File: config.mk
export PLATFORM = sky130hd
export DESIGN_NAME = dmux_seq_ctrl_flat
export DESIGN_NICKNAME = d
export VERILOG_FILES = /design/src/rtl/dmux_seq_ctrl_pkg.sv /design/src/rtl/dmux_seq_ctrl_if.sv /design/src/rtl/dmux_seq_tmr.sv /design/src/rtl/dmux_seq_ctrl.sv /design/src/flat_wrapper.sv
export SDC_FILE = /design/constraint.sdc
export NUM_CORES = 1
export LEC_CHECK = 0
export ABC_AREA = 1
export CAP_MARGIN = 15
export CORE_UTILIZATION = 48
export DETAILED_ROUTE_END_ITERATION = 12
export PLACE_DENSITY = 0.76
export SLEW_MARGIN = 20
export SYNTH_ARGS = -nofsm -noshare
export SYNTH_HDL_FRONTEND = slang
export SYNTH_HIERARCHICAL = 1
export SYNTH_SLANG_ARGS = --single-unit
File: constraint.sdc
create_clock -name clk -period 1.6 [get_ports clk]
set_input_delay 0.48 -clock clk [delete_from_list [all_inputs] [get_ports clk]]
set_output_delay 0.48 -clock clk [all_outputs]
set_load 0.005 [all_outputs]
File: src/rtl/dmux_seq_ctrl_pkg.sv
// -----------------------------------------------------------------------------
// dmux_seq_ctrl_pkg
// Shared types and defaults for the demux sequencer:
//   - state_t    : sequencer states (IDLE, SETUP, HOLD, GAP)
//   - DEF_*      : default select width and timing windows
//   - cnt_width(): width of the shared SETUP/HOLD down-counter
// -----------------------------------------------------------------------------
package dmux_seq_ctrl_pkg;

    localparam int DEF_SEL_W     = 3;
    localparam int DEF_SETUP_CYC = 1;
    localparam int DEF_HOLD_CYC  = 4;

    typedef enum logic [1:0] {
        IDLE  = 2'd0,
        SETUP = 2'd1,
        HOLD  = 2'd2,
        GAP   = 2'd3
    } state_t;

    // Counter must hold the larger of the two window reloads.
    function automatic int cnt_width(input int setup_cyc, input int hold_cyc);
        int max_cyc;
        max_cyc = (setup_cyc > hold_cyc) ? setup_cyc : hold_cyc;
        return $clog2(max_cyc + 1);
    endfunction

endpackage

File: src/rtl/dmux_seq_ctrl_if.sv
// -----------------------------------------------------------------------------
// dmux_seq_ctrl_if
// Bundle between a requester, the sequencer and the downstream 1-to-N demux.
//   in_valid/in_ready/in_dest/in_data : routing request handshake
//   scan_en                           : auto-scan request (optional feature)
//   dmux_sel/dmux_din                 : demux select and data-in pins
//   busy/done                         : transfer status
// Modports: master = requester side, slave = sequencer side.
// -----------------------------------------------------------------------------
interface dmux_seq_ctrl_if
    import dmux_seq_ctrl_pkg::*;
#(
    parameter int SEL_W = DEF_SEL_W
) ();

    logic             in_valid;
    logic             in_ready;
    logic [SEL_W-1:0] in_dest;
    logic             in_data;
    logic             scan_en;
    logic [SEL_W-1:0] dmux_sel;
    logic             dmux_din;
    logic             busy;
    logic             done;

    modport master (
        output in_valid, in_dest, in_data, scan_en,
        input  in_ready, dmux_sel, dmux_din, busy, done
    );

    modport slave (
        input  in_valid, in_dest, in_data, scan_en,
        output in_ready, dmux_sel, dmux_din, busy, done
    );

endinterface

File: src/rtl/dmux_seq_tmr.sv
// -----------------------------------------------------------------------------
// dmux_seq_tmr
// Loadable down-counter with zero flag, shared by the SETUP and HOLD windows.
//   clk, rst_n  : clock, asynchronous active-low reset (count -> 0)
//   load_i      : load load_val_i (has priority over dec_i)
//   load_val_i  : reload value
//   dec_i       : decrement by one; saturates at zero
//   zero_o      : count is zero
// -----------------------------------------------------------------------------
module dmux_seq_tmr #(
    parameter int CNT_W = 3
) (
    input  logic             clk,
    input  logic             rst_n,
    input  logic             load_i,
    input  logic [CNT_W-1:0] load_val_i,
    input  logic             dec_i,
    output logic             zero_o
);

    logic [CNT_W-1:0] cnt_q;

    always_ff @(posedge clk or negedge rst_n) begin
        if (!rst_n) begin
            cnt_q <= '0;
        end else if (load_i) begin
            cnt_q <= load_val_i;
        end else if (dec_i && (cnt_q != '0)) begin
            cnt_q <= cnt_q - 1'b1;
        end
    end

    assign zero_o = (cnt_q == '0);

endmodule

File: src/rtl/dmux_seq_ctrl.sv
// -----------------------------------------------------------------------------
// dmux_seq_ctrl
// Glitch-free sequencer in front of a 1-to-2**SEL_W demultiplexer. Each
// accepted request {dest, data} runs:
//   SETUP : select set to dest, din held 0 for SETUP_CYC cycles
//   HOLD  : din carries data for HOLD_CYC cycles
//   GAP   : din back to 0 (done pulses), select still held, for one cycle
// so the select only ever changes while din is 0.
// Ports:
//   clk    : clock, all state on rising edge
//   rst_n  : asynchronous active-low reset
//   bus    : dmux_seq_ctrl_if.slave (request handshake, demux pins, status)
// Parameters: SEL_W, SETUP_CYC (>=1), HOLD_CYC (>=1).
// Optional feature macro: DMUX_SEQ_CTRL_SCAN_EN -- when defined, an idle
// controller with scan_en=1 and no request self-issues data=1 transfers to
// an incrementing, wrapping scan pointer. Explicit requests win over scan.
// -----------------------------------------------------------------------------
module dmux_seq_ctrl
    import dmux_seq_ctrl_pkg::*;
#(
    parameter int SEL_W     = DEF_SEL_W,
    parameter int SETUP_CYC = DEF_SETUP_CYC,
    parameter int HOLD_CYC  = DEF_HOLD_CYC
) (
    input  logic           clk,
    input  logic           rst_n,
    dmux_seq_ctrl_if.slave bus
);

    localparam int               CNT_W      = cnt_width(SETUP_CYC, HOLD_CYC);
    localparam logic [CNT_W-1:0] SETUP_LOAD = CNT_W'(SETUP_CYC - 1);
    localparam logic [CNT_W-1:0] HOLD_LOAD  = CNT_W'(HOLD_CYC - 1);

    state_t           state_q;
    logic [SEL_W-1:0] sel_q;
    logic             data_q;
    logic             din_q;
    logic             busy_q;
    logic             done_q;
    logic             ready_q;

    logic             idle_rdy;
    logic             accept;
    logic [SEL_W-1:0] acc_dest;
    logic             acc_data;

    logic             tmr_load;
    logic [CNT_W-1:0] tmr_load_val;
    logic             tmr_dec;
    logic             tmr_zero;

    // ready_q is 0 in IDLE only on the first cycle after reset release,
    // which keeps a request pending across reset from being taken early.
    assign idle_rdy = (state_q == IDLE) && ready_q;

`ifdef DMUX_SEQ_CTRL_SCAN_EN
    logic [SEL_W-1:0] scan_ptr_q;

    always_comb begin
        accept   = idle_rdy && (bus.in_valid || bus.scan_en);
        acc_dest = bus.in_valid ? bus.in_dest : scan_ptr_q;
        acc_data = bus.in_valid ? bus.in_data : 1'b1;
    end

    // Pointer advances only when scan actually wins the accept; the natural
    // SEL_W-bit overflow provides the wrap back to output 0.
    always_ff @(posedge clk or negedge rst_n) begin
        if (!rst_n) begin
            scan_ptr_q <= '0;
        end else if (idle_rdy && !bus.in_valid && bus.scan_en) begin
            scan_ptr_q <= scan_ptr_q + 1'b1;
        end
    end
`else
    logic unused_scan_en;
    assign unused_scan_en = bus.scan_en;

    always_comb begin
        accept   = idle_rdy && bus.in_valid;
        acc_dest = bus.in_dest;
        acc_data = bus.in_data;
    end
`endif

    // One timer serves both windows: loaded with the SETUP reload on accept
    // and with the HOLD reload on the SETUP->HOLD transition.
    always_comb begin
        tmr_load     = accept || ((state_q == SETUP) && tmr_zero);
        tmr_load_val = (state_q == SETUP) ? HOLD_LOAD : SETUP_LOAD;
        tmr_dec      = ((state_q == SETUP) || (state_q == HOLD)) && !tmr_zero;
    end

    dmux_seq_tmr #(
        .CNT_W (CNT_W)
    ) u_tmr (
        .clk        (clk),
        .rst_n      (rst_n),
        .load_i     (tmr_load),
        .load_val_i (tmr_load_val),
        .dec_i      (tmr_dec),
        .zero_o     (tmr_zero)
    );

    always_ff @(posedge clk or negedge rst_n) begin
        if (!rst_n) begin
            state_q <= IDLE;
            sel_q   <= '0;
            data_q  <= 1'b0;
            din_q   <= 1'b0;
            busy_q  <= 1'b0;
            done_q  <= 1'b0;
            ready_q <= 1'b0;
        end else begin
            case (state_q)
                IDLE: begin
                    if (accept) begin
                        sel_q   <= acc_dest;
                        data_q  <= acc_data;
                        din_q   <= 1'b0;
                        ready_q <= 1'b0;
                        busy_q  <= 1'b1;
                        state_q <= SETUP;
                    end else begin
                        ready_q <= 1'b1;
                    end
                end
                SETUP: begin
                    if (tmr_zero) begin
                        din_q   <= data_q;
                        state_q <= HOLD;
                    end
                end
                HOLD: begin
                    if (tmr_zero) begin
                        din_q   <= 1'b0;
                        done_q  <= 1'b1;
                        state_q <= GAP;
                    end
                end
                GAP: begin
                    done_q  <= 1'b0;
                    busy_q  <= 1'b0;
                    ready_q <= 1'b1;
                    state_q <= IDLE;
                end
                default: begin
                    state_q <= IDLE;
                end
            endcase
        end
    end

    assign bus.in_ready = ready_q;
    assign bus.dmux_sel = sel_q;
    assign bus.dmux_din = din_q;
    assign bus.busy     = busy_q;
    assign bus.done     = done_q;

endmodule

File: src/flat_wrapper.sv
// flat-port wrapper written by rule: the top's interface ports become plain ports
module dmux_seq_ctrl_flat import dmux_seq_ctrl_pkg::*;
#(
    parameter int SEL_W     = DEF_SEL_W,
    parameter int SETUP_CYC = DEF_SETUP_CYC,
    parameter int HOLD_CYC  = DEF_HOLD_CYC
)
  (clk, rst_n, bus_in_valid, bus_in_dest, bus_in_data, bus_scan_en, bus_in_ready, bus_dmux_sel, bus_dmux_din, bus_busy, bus_done);
  dmux_seq_ctrl_if #(.SEL_W(SEL_W)) bus_i ();
  input  logic clk;
  input  logic rst_n;
  input wire logic [$bits(bus_i.in_valid)-1:0] bus_in_valid;
  input wire logic [$bits(bus_i.in_dest)-1:0] bus_in_dest;
  input wire logic [$bits(bus_i.in_data)-1:0] bus_in_data;
  input wire logic [$bits(bus_i.scan_en)-1:0] bus_scan_en;
  output wire logic [$bits(bus_i.in_ready)-1:0] bus_in_ready;
  output wire logic [$bits(bus_i.dmux_sel)-1:0] bus_dmux_sel;
  output wire logic [$bits(bus_i.dmux_din)-1:0] bus_dmux_din;
  output wire logic [$bits(bus_i.busy)-1:0] bus_busy;
  output wire logic [$bits(bus_i.done)-1:0] bus_done;
  assign bus_i.in_valid = bus_in_valid;
  assign bus_i.in_dest = bus_in_dest;
  assign bus_i.in_data = bus_in_data;
  assign bus_i.scan_en = bus_scan_en;
  assign bus_in_ready = bus_i.in_ready;
  assign bus_dmux_sel = bus_i.dmux_sel;
  assign bus_dmux_din = bus_i.dmux_din;
  assign bus_busy = bus_i.busy;
  assign bus_done = bus_i.done;
  dmux_seq_ctrl #(.SEL_W(SEL_W), .SETUP_CYC(SETUP_CYC), .HOLD_CYC(HOLD_CYC)) u_core (.clk(clk), .rst_n(rst_n), .bus(bus_i));
endmodule
Word-level counts from Yosys, hierarchy flattened
Index checks and enable logic that the tools add are counted.
{"block": "totals", "register_bits": 13, "inputBits": 8, "out_inout_bits": 7, "wordCells": 52}
{"block": "op_classes", "n_addsub": 1, "eq_ne": 6, "mux": 17, "reduce_logical": 20}
{"operator": "$mux 2", "count": 4}
{"operator": "$pmux 2 s4", "count": 1}
{"operator": "$mux 1", "count": 6}
{"operator": "$mux 3", "count": 2}
{"operator": "$ne 2x1->1 const B", "count": 3}
{"operator": "$pmux 1 s2", "count": 3}
{"operator": "$reduce_and 2->1", "count": 3}
{"operator": "$reduce_bool 2->1", "count": 3}
{"operator": "$reduce_bool 3->1", "count": 2}
{"operator": "$logic_and 1x1->1", "count": 5}
{"operator": "$eq 2x2->1 const B", "count": 2}
{"operator": "$reduce_and 4->1", "count": 1}
{"operator": "$logic_not 3->1", "count": 1}
{"operator": "$pmux 1 s3", "count": 1}
{"operator": "$reduce_and 3->1", "count": 1}
{"operator": "$sub 3x1->3 const B", "count": 1}
{"operator": "$eq 2x1->1 const B", "count": 1}
{"operator": "$logic_not 2->1", "count": 1}
{"operator": "$logic_or 1x1->1", "count": 2}
{"operator": "$logic_not 1->1", "count": 1}

Logic depth before layout (Yosys ltp)
{"block": "logic_depth", "ltp_word": 6, "depth_mapped": 9, "depth_no_buf": 9}

By module
Netlist, hierarchy kept.
{"module": "dmux_seq_ctrl", "n_inst": 1, "cells_each": 62, "area_each_um2": 515.5, "seq_area_each_um2": 250.2}
{"module": "dmux_seq_tmr", "n_inst": 1, "cells_each": 27, "area_each_um2": 192.7, "seq_area_each_um2": 75.1}

Least setup slack after synthesis
Ideal clock, no wire load.
{"block": "synth_path", "kind": "register to register", "startpoint": "register u_core.state_q[0]", "endpoint": "register u_core.u_tmr.cnt_q[0]", "setup_ns": 0.116, "arrival_time_ns": 1.239, "required_ns": 1.484, "slack_ns": 0.244, "stages_incl_launch_ff": 10, "cell_sequence": "dfrtp_1 inv_1 ha_1 nand3_2 buf_4 nand2_1 inv_2 nand2_2 nand2_1 nand2_1"}
{"block": "synth_between", "elab_chain_len": 5, "word_cells_on_any_way": 13, "cone_classes": "eq/ne: 2; mux: 2; reduce/logical: 9"}
{"item": "start: declaration", "line_no": "dmux_seq_ctrl.sv:34", "text": "state_t state_q;"}
{"item": "start signal: assignment", "line_no": "dmux_seq_ctrl.sv:106", "text": "state_q <= IDLE;"}
{"item": "start signal: assignment", "line_no": "dmux_seq_ctrl.sv:122", "text": "state_q <= SETUP;"}
{"item": "start signal: assignment", "line_no": "dmux_seq_ctrl.sv:130", "text": "state_q <= HOLD;"}
{"item": "$logic_not 2->1", "line_no": "dmux_seq_ctrl.sv:54", "text": "assign idle_rdy = (state_q == IDLE) && ready_q;"}
{"item": "$logic_and 1x1->1", "line_no": "dmux_seq_ctrl.sv:54"}
{"item": "$logic_and 1x1->1", "line_no": "dmux_seq_ctrl.sv:79", "text": "accept = idle_rdy && bus.in_valid;"}
{"item": "$logic_or 1x1->1 *", "line_no": "dmux_seq_ctrl.sv:88", "text": "tmr_load = accept || ((state_q == SETUP) && tmr_zero);"}
{"item": "net u_core.tmr_load", "line_no": "dmux_seq_ctrl.sv:47", "text": "logic tmr_load;"}
{"item": "$mux 3 / $reduce_bool 2->1 (equally long branches)"}
{"item": "end signal: assignment", "line_no": "dmux_seq_tmr.sv:27", "text": "cnt_q <= load_val_i;"}
{"item": "end signal: assignment", "line_no": "dmux_seq_tmr.sv:29", "text": "cnt_q <= cnt_q - 1'b1;"}
{"item": "end: declaration", "line_no": "dmux_seq_tmr.sv:21", "text": "logic [CNT_W-1:0] cnt_q;"}
The timed path passes the listed nets; every way through them passes the cells marked *.
A chain may end at the register's enable or synchronous reset.

Worst setup path after layout
{"block": "layout_path", "startpoint": "register u_core.u_tmr.cnt_q[0]", "endpoint": "register u_core.u_tmr.cnt_q[1]"}
{"block": "layout_between", "word_cells_on_any_way": 11, "cone_classes": "add/sub: 1; mux: 2; reduce/logical: 8"}
{"item": "$logic_not 3->1 *", "line_no": "dmux_seq_tmr.sv:33", "text": "assign zero_o = (cnt_q == '0);"}
{"item": "net u_core.tmr_zero", "line_no": "dmux_seq_ctrl.sv:50", "text": "logic tmr_zero;"}
{"item": "$logic_and 1x1->1 *", "line_no": "dmux_seq_ctrl.sv:88"}
{"item": "$logic_or 1x1->1 *", "line_no": "dmux_seq_ctrl.sv:88"}
{"item": "net u_core.tmr_load", "line_no": "dmux_seq_ctrl.sv:47"}
{"item": "$mux 3 / $reduce_bool 2->1 (equally long branches)"}
The timed path passes the listed nets; every way through them passes the cells marked *. The select of a mux whose other input is x is not followed.

==> results.toml <==
[setup_path]
rr_startpoint = "u_core/u_tmr/cnt_q[0]"
cp_max_fo = 7
crit_arrival_ns = 1.69
path_cells = "inv_1 -> ha_1 -> ha_1 -> nand2_1 -> nand2_2 -> o21ai_0 -> nand2_1 -> nand2_1"
worst_ep_required_time_ns = 1.81
start_kind = "flip-flop"
cp_common_cell = "nand2_1"
crit_slowest_cell = "dfrtp_1"
crit_type = "reg2reg"
max_stage_delay_ns = 0.36
critical-path-top-delay-family = "adder cells"
reg2regPathDepth = 8
worstSetupEndpointType = "flip-flop"
crit_buf_inv = 1
reg2reg_slack_ns = 0.12
reg2reg_to = "u_core/u_tmr/cnt_q[1]"

[floorplanning]
die_area_sq_mm = 0.00163
row_count = 13
boundaryPins = 15
coreArea_sq_mm = 0.00133
die_x_um = 40.4
initial_core_util_pct = 53.1
chipHeight_um = 40.4

[synth]
synth_fp_nets = 103
synth-main-ff-cell = "dfrtp_1"
async_flop_share_pct = 100
yosysTopAreaCellShare_pct = 45.9
syn_area_sq_um = 708
synthDistinctLibCells = 16
netlist_instances = 89
synth_seq_cells = 13
yosysMostFrequentCell = "nand2_1"
avgSynthCellArea_sq_um = 7.96
yosys-top-cells-area = "dfrtp_1 46%, nand2_1 14%, ha_1 11%"
synthTopCellsByCount = "27 x nand2_1, 17 x inv_1, 13 x dfrtp_1"
yosys_warnings = 6
synth_top_area_cell = "dfrtp_1"
ys_seq_area_share_pct = 45.9
synth_edf_count = 0

[sta]
fin_ws_ns = 0.117
clock.fmax_mhz = 674
finClkSkew_ns = 0.00698
fin_crit_sh_pct = 92.7
period_minus_slack_ns = 1.48
setup_viol = 0
drv_slew = 0
grt_setup_unrepaired = "no"
hold_viol_final = 0

[detailed_routing]
first_iter_violations = 22
ant_nets = 0
viasPerCell = 4.71
remaining_drc_errors = 0
dr.pass1.iters = 4
num_vias = 575
wl_um = 1270
post_drt_wl_per_cell_um = 10.4

[grt]
grt_pass1_wl_um = 1860
gr-usage-all-layers_pct = 18.0
grt_pass1_vias = 465
grt_max_degree = 14
grt.overflow.total = 0
antenna_found_initial = 0

[outcome]
status = "completed"

[hold_path]
whs_path_depth = 2
hold_path_class = "reg2reg"
holdPathEnd = "u_core/bus.dmux_sel[0]"
worstHoldStart = "u_core/bus.dmux_sel[0]"

[final_layout]
area_growth_pct = 25.4
antenna_cells = 0
final_nets = 122
post-route-util_pct = 66.6
layout-drive-gt1-share_pct = 10.3
final_area_sq_um = 888

[power]
peakVddDrop_mv = 1.03
power_w = 0.00180
cellLeakagePower_nw = 0.508
p_per_area_mw_per_mm2 = 2020

[clock_network]
root_buffer = "clkbuf_4"
cts_tree = "built"
cts_hold_buf = 0
cts.htree.levels = 1
cts_sinks = 13
clockBufferDepth = 2
cts_buffers = 3
path_clk_slew_ns = 0.09
clkLatencyLatePin_ns = 0.27

[placement]
dp_worst_setup_slack_ns = -0.0296
placed_cell_area_sq_um = 865
dp_hpwl_um = 929
gp_congestion = 0.698
placement.io_buffers = 13

[run]
maxCapViolations = 0
==> worst register-to-register path: cells and delay by family, from the launching register on <==
family          cells  cell delay [ns]
simple gates        4             0.35
buf+inv             1             0.05
fa+ha+maj           2             0.42
compound gates      1             0.23
flops               1             0.36
==> state kept, by name (all words and copies together) (netlist names) <==
signal               flops
u_core/data_q            1
u_core/state_q           2
u_core/bus.dmux_din      1
u_core/bus.done          1
u_core/bus.busy          1
u_core/bus.in_ready      1
u_core/u_tmr/cnt_q       3
u_core/bus.dmux_sel      3
==> worst max path at each step <==
stage	start	end	slack, ns	cells past startpoint
after floorplan	u_core/state_q[0]	u_core/u_tmr/cnt_q[0]	0.24	9
after global placement	bus_in_valid	u_core/u_tmr/cnt_q[1]	0.02	6
after detailed placement	bus_in_valid	u_core/u_tmr/cnt_q[1]	-0.03	6
after CTS	u_core/bus.done	bus_done	0.001	1
after global routing	u_core/u_tmr/cnt_q[0]	u_core/u_tmr/cnt_q[0]	0.04	9
final	u_core/u_tmr/cnt_q[0]	u_core/u_tmr/cnt_q[1]	0.12	8
==> layout make-up <==
type / instances / area [sq um]
Fill cell: 122 / 445
Sequential cell: 13 / 325
Multi-Input combinational cell: 57 / 310
Timing Repair Buffer: 15 / 140
Inverter: 18 / 67.6
Clock buffer: 4 / 26.3
Tap cell: 15 / 18.8
==> power by group <==
part           leakage (nW)  switching, W  internal, W
Combinational         0.333      0.000581     0.000414
Clock                0.0150      0.000109    0.0000965
Sequential            0.160      0.000101     0.000497
Total                 0.508      0.000790      0.00101
==> stage by stage <==
step / hold WS (ns) / TNS (ns) / instances
2_1_floorplan: 0.184 / 0 / 89
3_3_place_gp: 0.467 / 0 / 118
3_5_place_dp: 0.472 / -0.0421 / 118
4_1_cts: 0.490 / 0 / 122
5_1_grt: 0.528 / 0 / 122
6_report: 0.485 / 0 / 122
==> cell usage in the layout (no fill, tap or decap), drive strengths merged <==
master          n
clkbuf          4
dlymetal6s2s    1
nor2            2
ha              6
dlygate4sd2     6
conb            1
buf             2
clkdlybuf4s50   6
inv            18
nand3           5
o21ai          12
nand4           1
dfrtp          13
nand2          29
a22oi           1
==> kinds of logic (layout without fill, tap and decap cells) <==
group	count (synthesis)	after routing	synth area share, %
AND/OR/NAND/NOR	37	37	22.3
buffers and inverters	19	37	10.6
other	1	1	0.530
adder cells (fa/ha/maj)	6	6	10.6
flip-flops	13	13	45.9
AO/OA/AOI/OAI	13	13	10.1
==> routing by layer <==
layer / routed length [um] / global-route usage, % / vias up / part of all wire (%)
met1: 628 / 21.6 / 246 / 50
met5: 0 / 0 / - / 0
met3: 57 / 5.00 / 2 / 4.5
li1: - / - / 310 / -
met2: 571 / 28.6 / 17 / 45
met4: 11 / 10.0 / 0 / 0.87
==> repair_timing <==
| item | 4_1_cts | 5_1_grt |
|---|---|---|
| endpoints found under the setup margin | 6 | 2 |
| pin swaps | 0 | 0 |
| gates resized for setup | 6 | 2 |
| setup buffers | 0 | 0 |
No activity file was read; power rests on OpenSTA's default activity.
